`config.mk`:
```
export PLATFORM = sky130hd
export DESIGN_NAME = imem_loader
export DESIGN_NICKNAME = d
export VERILOG_FILES = /design/src/rtl/imem_pkg.sv /design/src/rtl/byte_packer.sv /design/src/rtl/imem_loader.sv
export SDC_FILE = /design/constraint.sdc
export NUM_CORES = 1
export LEC_CHECK = 0
export ABC_AREA = 0
export BUFFER_PORTS_ARGS = -buffer_cell sky130_fd_sc_hd__buf_4
export CORE_UTILIZATION = 56
export DETAILED_ROUTE_END_ITERATION = 8
export MAX_ROUTING_LAYER = met4
export PLACE_DENSITY_LB_ADDON = 0.3
export SETUP_SLACK_MARGIN = 0.2
export SLEW_MARGIN = 20
export SYNTH_ARGS = -nofsm -noshare
export SYNTH_HDL_FRONTEND = slang
export SYNTH_SLANG_ARGS = --single-unit
```
`constraint.sdc`:
```
create_clock -name clock -period 9.88 [get_ports clock]
set_clock_uncertainty 0.15 [all_clocks]
set_input_delay 0.988 -clock clock [delete_from_list [all_inputs] [get_ports clock]]
set_output_delay 0.988 -clock clock [all_outputs]
set_load 0.02 [all_outputs]
```
`src/rtl/imem_pkg.sv`:
```
// Shared definitions for the instruction-memory loader: FSM state encoding
// and the memory geometry constants.
package imem_pkg;

    localparam int IMEM_ADDR_W    = 10;
    localparam int IMEM_DEPTH     = 1024;
    localparam int BYTES_PER_WORD = 4;

    typedef enum logic [1:0] {
        IDLE     = 2'd0,
        ASSEMBLE = 2'd1,
        WRITE    = 2'd2,
        DONE     = 2'd3
    } state_t;

endpackage

```
`src/rtl/byte_packer.sv`:
```
// Big-endian byte packer: shifts accepted bytes into a 32-bit word and flags
// the cycle in which the last byte of a word is accepted. word_next is the
// word as it will look after the current byte, so the loader can capture a
// complete word on the same edge that accepts its final byte.
module byte_packer
    import imem_pkg::*;
#(
    parameter int BYTE_W = 8
) (
    input  logic                             clock,
    input  logic                             reset,
    input  logic                             clear,
    input  logic                             accept,
    input  logic [BYTE_W-1:0]                in_data,
    output logic [BYTES_PER_WORD*BYTE_W-1:0] word_next,
    output logic                             word_valid
);

    localparam int         WORD_W = BYTES_PER_WORD * BYTE_W;
    localparam logic [1:0] LAST   = 2'(BYTES_PER_WORD - 1);

    logic [WORD_W-1:0] word;
    logic [1:0]        byte_cnt;

    assign word_next  = {word[WORD_W-BYTE_W-1:0], in_data};
    assign word_valid = accept && (byte_cnt == LAST);

    // Shift register and byte counter; the counter wraps after the last byte.
    always_ff @(posedge clock or posedge reset) begin
        if (reset) begin
            word     <= '0;
            byte_cnt <= '0;
        end else if (clear) begin
            word     <= '0;
            byte_cnt <= '0;
        end else if (accept) begin
            word     <= word_next;
            byte_cnt <= byte_cnt + 2'd1;
        end
    end

endmodule

```
`src/rtl/imem_loader.sv`:
```
// Boot-time loader for the 1024x32 instruction memory. Streams bytes in,
// writes packed words to consecutive addresses from 0, keeps the CPU stalled
// until the image is complete, then forwards the CPU PC to the read port.
module imem_loader
    import imem_pkg::*;
#(
    parameter int ADDR_W = IMEM_ADDR_W,
    parameter int BYTE_W = 8
) (
    input  logic                             clock,
    input  logic                             reset,
    input  logic                             start,
    input  logic [ADDR_W:0]                  load_len,
    input  logic                             in_valid,
    input  logic [BYTE_W-1:0]                in_data,
    output logic                             in_ready,
    output logic [BYTES_PER_WORD*BYTE_W-1:0] mem_data,
    output logic [ADDR_W-1:0]                mem_wraddress,
    output logic                             mem_wren,
    input  logic [31:0]                      cpu_pc,
    output logic [ADDR_W-1:0]                mem_rdaddress,
    output logic                             cpu_run,
    output logic                             busy,
    output logic                             done,
    output logic                             error,
    output logic [ADDR_W:0]                  words_loaded
);

    localparam logic [ADDR_W:0] DEPTH = (ADDR_W + 1)'(2 ** ADDR_W);
    localparam logic [ADDR_W:0] ONE   = (ADDR_W + 1)'(1);

    state_t                             state;
    logic [ADDR_W:0]                    len;
    logic [ADDR_W-1:0]                  word_addr;
    logic [BYTES_PER_WORD*BYTE_W-1:0]   word_next;
    logic                               word_valid;
    logic                               can_start;
    logic                               len_zero;
    logic                               len_bad;
    logic                               load_go;
    logic                               unused_pc;

    // A start is honoured only when idle or finished; a legal non-zero
    // length begins a load and also resets the packer.
    assign can_start = start && ((state == IDLE) || (state == DONE));
    assign len_zero  = (load_len == '0);
    assign len_bad   = (load_len > DEPTH);
    assign load_go   = can_start && !len_zero && !len_bad;

    // Read port: word address from the byte PC, forced to 0 while stalled.
    assign mem_rdaddress = cpu_run ? cpu_pc[ADDR_W+1:2] : '0;
    assign unused_pc     = ^{cpu_pc[31:ADDR_W+2], cpu_pc[1:0]};

    byte_packer #(
        .BYTE_W (BYTE_W)
    ) u_packer (
        .clock      (clock),
        .reset      (reset),
        .clear      (load_go),
        .accept     (in_valid && in_ready),
        .in_data    (in_data),
        .word_next  (word_next),
        .word_valid (word_valid)
    );

    // Load FSM with registered outputs; write strobes last exactly one cycle.
    always_ff @(posedge clock or posedge reset) begin
        if (reset) begin
            state         <= IDLE;
            len           <= '0;
            word_addr     <= '0;
            in_ready      <= 1'b0;
            mem_data      <= '0;
            mem_wraddress <= '0;
            mem_wren      <= 1'b0;
            cpu_run       <= 1'b0;
            busy          <= 1'b0;
            done          <= 1'b0;
            error         <= 1'b0;
            words_loaded  <= '0;
        end else begin
            mem_wren      <= 1'b0;
            mem_data      <= '0;
            mem_wraddress <= '0;
            case (state)
                IDLE, DONE: begin
                    if (can_start) begin
                        if (len_zero) begin
                            state        <= DONE;
                            done         <= 1'b1;
                            cpu_run      <= 1'b1;
                            error        <= 1'b0;
                            words_loaded <= '0;
                        end else if (len_bad) begin
                            // Illegal length: flag it, keep the current state.
                            error <= 1'b1;
                        end else begin
                            state        <= ASSEMBLE;
                            len          <= load_len;
                            word_addr    <= '0;
                            words_loaded <= '0;
                            error        <= 1'b0;
                            in_ready     <= 1'b1;
                            busy         <= 1'b1;
                            done         <= 1'b0;
                            cpu_run      <= 1'b0;
                        end
                    end
                end
                ASSEMBLE: begin
                    if (word_valid) begin
                        state         <= WRITE;
                        in_ready      <= 1'b0;
                        mem_wren      <= 1'b1;
                        mem_wraddress <= word_addr;
                        mem_data      <= word_next;
                    end
                end
                WRITE: begin
                    word_addr    <= word_addr + 1'b1;
                    words_loaded <= words_loaded + ONE;
                    if ((words_loaded + ONE) == len) begin
                        state   <= DONE;
                        busy    <= 1'b0;
                        done    <= 1'b1;
                        cpu_run <= 1'b1;
                    end else begin
                        state    <= ASSEMBLE;
                        in_ready <= 1'b1;
                    end
                end
                default: state <= IDLE;
            endcase
        end
    end

endmodule

```
* Word-level counts from Yosys, hierarchy flattened
Index checks and enable logic that the tools add are counted.
** Word-level totals
- Register bits :: 107
- Input port bits :: 55
- Word-level logic and storage cells :: 92
** Cells by class
- Add/subtract/negate cells :: 3
- $lt $le $gt $ge :: 1
- Equal/unequal tests :: 12
- Multiplexer cells :: 40
- Bitwise operators :: 2
- Reductions and logical operators :: 21
** Operator list (count)
- 32-bit 2-to-1 mux :: 2
- 10-bit 2-to-1 mux :: 6
- 24-bit 2-to-1 mux :: 2
- 11-bit 2-to-1 mux :: 3
- 11-bit one-hot mux with 2 select lines :: 1
- 10-bit one-hot mux with 2 select lines :: 1
- 1-bit 2-to-1 mux :: 14
- 2-bit 2-to-1 mux :: 7
- 4-bit AND reduction :: 3
- 11-bit by 1-bit adder with 11-bit output, second input constant :: 1
- 11-bit equality test :: 1
- 11-bit greater-than comparator, second input constant :: 1
- 11-bit zero test :: 1
- 10-bit by 1-bit adder with 10-bit output, second input constant :: 1
- 2-bit inequality test, second input constant :: 5
- 5-bit AND reduction :: 2
- 2-bit equality test, second input constant :: 3
- 2-bit one-hot mux with 3 select lines :: 1
- 3-bit AND reduction :: 2
- 1-bit logical AND :: 5
- 1-bit one-hot mux with 2 select lines :: 2
- 2-bit nonzero test :: 2
- 3-bit inequality test, second input constant :: 1
- 1-bit one-hot mux with 3 select lines :: 1
- other kinds (9) :: 11

* Depth between registers and ports, before layout
- Depth after elaboration :: 6
- Depth in mapped cells :: 10

* Hierarchy
Synthesis repeated with hierarchy kept, for this count alone.
** Unflattened totals
- Cells, all modules :: 448
- Area, all modules :: 4956.0 um2
** By module, submodules not included
- imem_loader :: instances 1, cells an instance 353, area an instance 3797.4 um2
- byte_packer :: instances 1, cells an instance 95, area an instance 1158.6 um2

* Least setup slack after synthesis
No wires, ideal clock.
- Path type :: in2reg
- From :: input load_len[9]
- To :: register len[0]
- Data arrival time :: 2.486 ns
- Path slack :: 7.117 ns
- Stages on the path :: 6
- Buffers on the path :: 2
- Path through :: nor4_2 -> a31oi_1 -> nor3b_1 -> buf_2 -> buf_4 -> mux2_1
** Between the ends
- Word-level cells in the longest chain between the ends :: 3
** RTL lines
- start: declaration :: line imem_loader.sv:13 : input logic [ADDR_W:0] load_len,
- 11-bit greater-than comparator or 11-bit zero test (tied branches) :: line imem_loader.sv:47, imem_loader.sv:46
- 1-bit inverter (no source line)
- 4-bit AND reduction (no source line) (*)
- end signal: assignment :: line imem_loader.sv:99 : len <= load_len;
- end: declaration :: line imem_loader.sv:33 : logic [ADDR_W:0] len;
Mark *: on every way between the ends. The rest lies on a longest branch, timed or not.
A chain may end at the register's enable or synchronous reset.

* Final worst setup path
- From :: input load_len[9]
- To :: register words_loaded[8]
** Between the ends
- Word-level cells in the longest chain between the ends :: 4
** RTL lines
- branches (longest 4 deep; another with 11-bit greater-than comparator)
- end signal: assignment :: line imem_loader.sv:121 : words_loaded <= words_loaded + ONE;
- end: declaration :: line imem_loader.sv:26 : output logic [ADDR_W:0] words_loaded
Several ways; the timed one is not identified. The select of a mux whose other input is x is not followed.

==> summary.md <==
| Metric | Value |
|---|---|
| Drt first-iter violations | 157 |
| Io pins | 124 |
| PortBufs | 101 |
| Wire length of the first global-routing pass | 15400 um |
| Initial antenna violation count | 0 |
| Most used routing layer | met2 |
| Final WL | 9270 um |
| Worst path max stage delay | 490 ps |
| Detailed Place HPWL | 6660 um |
| WL per Instance | 14.3 um |
| Syn_area_per_cell | 10.6 sq um |
| DR vias/cell | 5.38 |
| Mapped Cells | 450 |
| Number of remaining DRC errors | 0 |
| Hold Buf Count CTS | 0 |
| Max Cap Viol | 0 |
| Top cells by count, synth | dfrtp_1, nand2_1, and2_1 |
| Clk slew on worst S/H paths | 100 ps |
| Worst Tran Pin Value | 972 ps |
| Power density over the cells | 224 nW/um^2 |
| Die W | 94.1 um |
| Total global routing overflow | 0 |
| Worst hold-check path type | flop to flop |
| RSZ-0062 raised after global routing | false |
| Crit path max fanout | 14 |
| Mapped cell area | 4750 sq um |
| Yosys top cell area share | 56.3% |
| Core area | 8220 sq um |
| Ranking of synthesized cells by area | dfrtp_1, and2_1, nand2_1, a21oi_1, mux2_2 |
| Syn. warnings | 0 |
| Post-synthesis sequential area ratio | 56.3% |
| PostCTS Resize Cnt | 0 |
| Vias | 3490 |
| Worst Reg-to-Reg Cells | 7 |
| Syn Nets | 511 |
| Grt met2 use | 33.6% |
| Final setup violating endpoints | 0 |
| Initial core utilization | 57.8% |
| Register-to-register setup slack | 7280 ps |
| Cell variety after synth | 54 |
| Fin crit share | 29.7% |
| Met1 Track Usage GR | 32.7% |
| Layout Utilization | 69.6% |
| Clock period minus worst slack | 2940 ps |
| Final Hold Viols | 0 |
| CP bufs+invs | 1 |
| Met3 Use GR | 4.37% |
| Slowest stage cell on the critical path | nor4_2 |
| RR Startpoint | words_loaded[0] |
| Post-CTS setup buffers | 0 |
| CP Capture Type | flop |
| Status | finished clean |
| End point of the critical path | words_loaded[8] |
| Layout Nets | 600 |
| Final setup TNS | 0 ps |
| Startpoint Class | input port |
| Min-delay src | u_packer.word[19] |
| Layout fillers | 641 |
| Clk sink count | 107 |
| Row count | 33 |
| Die Ht | 94.1 um |
| Cell family with most CP delay | simple AND/OR/NAND/NOR gates |
| CTS tree | yes |
| Total GRT Usage | 23.3% |
| Fmax | 341 MHz |
| Pleak | 2.78 nW |
| H-tree depth | 3 |
| Max-slew headroom at the worst pin | 35.2% |
| Post-route ant nets | 0 |
| Crit. Startpoint | load_len[9] |
| Clock Latency Late Sink | 360 ps |
| CP arrival | 3090 ps |
| Cell Chain, Critical Path | buf_4 > nor4_2 > a31oi_1 > o21ai_2 > nand2_1 > nor4_1 > a21o_1 |
| Number of global-route vias before repair | 3222 |
| Clock root cell | clkbuf_8 |
| CTS buffer count | 9 |
| Maximum clock insertion buffer count | 2 |
| Post-synth EDFFs | 0 |
| Pins over their slew limit | 0 |
| Min Hold Slack | 329 ps |
| Critical path depth | 7 |
| P&R area growth vs syn | 20.3% |
| Largest area contributor in the netlist | dfrtp_1 |
| Setup Crit Path Kind | input port to flop |
| Critical Path RT | 10040 ps |
| Largest net degree at the start of global routing | 73 |
| 1st-pass router iterations | 4 |
| Max VDD drop | 0.000131 V |
| Yosys reg bits | 107 |
| Reg-to-reg endpoint | busy |
| Die Area | 8860 sq um |
| Fraction of layout cells with a size suffix above 1 | 26.5% |
| RePlAce Congestion | 0.857 |
| Predominant post-synthesis flop cell | dfrtp_1 |
| Dominant cell by count in the synthesized netlist | dfrtp_1 |
| Post-synthesis async set-or-reset flop share | 100% |
| Diodes inserted | 0 |
==> power by group <==
part	switching (mW)	total, mW	internal [mW]	leakage, nW
registers	0.0798	0.612	0.532	1.43
logic	0.234	0.418	0.184	1.26
clock network	0.151	0.248	0.0967	0.0869
==> metal layers <==
| metal | share of wire (%) | up-vias |
|---|---|---|
| met5 | 0 | - |
| li1 | - | 1713 |
| met4 | 1.8 | 0 |
| met1 | 47 | 1679 |
| met3 | 5.0 | 12 |
| met2 | 46 | 86 |
==> layout by cell type, fill, tap and decap left out, types with 3 or more instances in the layout <==
cell type,count
dfrtp_1,107
buf_4,103
nand2_1,69
and2_1,56
a21oi_1,30
o21ai_0,17
nor2_1,15
nand3_1,11
mux2_2,9
clkbuf_8,9
inv_1,8
xnor2_1,8
a31oi_1,7
nand2b_1,7
o31ai_1,6
ha_1,6
nand4_1,5
xor2_1,5
and3_2,3
o211ai_1,3
nor3_1,3
a32o_1,3
nor4_1,3
a21o_1,3
==> state kept, by name, indices dropped and copies added, names as in the netlist <==
register / count
u_packer.byte_cnt: 2
words_loaded: 11
error: 1
word_addr: 10
mem_wraddress: 10
len: 11
done: 1
u_packer.word: 24
mem_wren: 1
busy: 1
in_ready: 1
mem_data: 32
state: 2
==> through the flow <==
| step | cell area (sq um) | instances | power [mW] | worst slack (ps) |
|---|---|---|---|---|
| 5_1_grt | 5720 | 649 | 1.37 | 6760 |
| 3_3_place_gp | 5530 | 633 | 1.02 | 6510 |
| 2_1_floorplan | 4750 | 450 | 0.915 | 5920 |
| 6_report | 5720 | 649 | 1.28 | 6940 |
| 3_5_place_dp | 5530 | 633 | 1.04 | 6500 |
| 4_1_cts | 5720 | 649 | 1.29 | 6890 |
==> how the worst min path moves through the flow <==
| stage | endpoint | cells past startpoint |
|---|---|---|
| after global placement | mem_data[30] | 1 |
| after global routing | mem_data[27] | 1 |
| after floorplan | mem_data[24] | 1 |
| after CTS | mem_data[27] | 1 |
| final | mem_data[27] | 1 |
| after detailed placement | mem_data[27] | 1 |
==> logic make-up after synthesis <==
group | count (synthesis) | synth area share, %
AOI/OAI and AO/OA | 88 | 11.7
adders and majority gates | 6 | 1.58
xor gates and xnor gates | 14 | 2.95
buffers and inverters | 34 | 3.50
muxes | 13 | 3.03
and+or+nand+nor | 188 | 20.9
DFF | 107 | 56.3
==> worst register-to-register path, stage by stage (launching register included) <==
cell	delay, ps
dfrtp_1	470
ha_1	310
and3_2	270
nand3_1	160
mux2i_1	220
or3b_1	370
nor4_1	420
a21oi_1	110
==> area by class of cell <==
| class | count | area (sq um) | area share [%] |
|---|---|---|---|
| multi-input cells | 309 | 1920 | 33.5 |
| inverters | 9 | 36.3 | 0.635 |
| well taps | 105 | 131 | 2.30 |
| clock inverters | 6 | 55.1 | 0.963 |
| flip-flops and latches | 107 | 2680 | 46.8 |
| repair buffers | 103 | 773 | 13.5 |
| clock buffers | 10 | 128 | 2.23 |
Power figures use the tool's default switching activity.
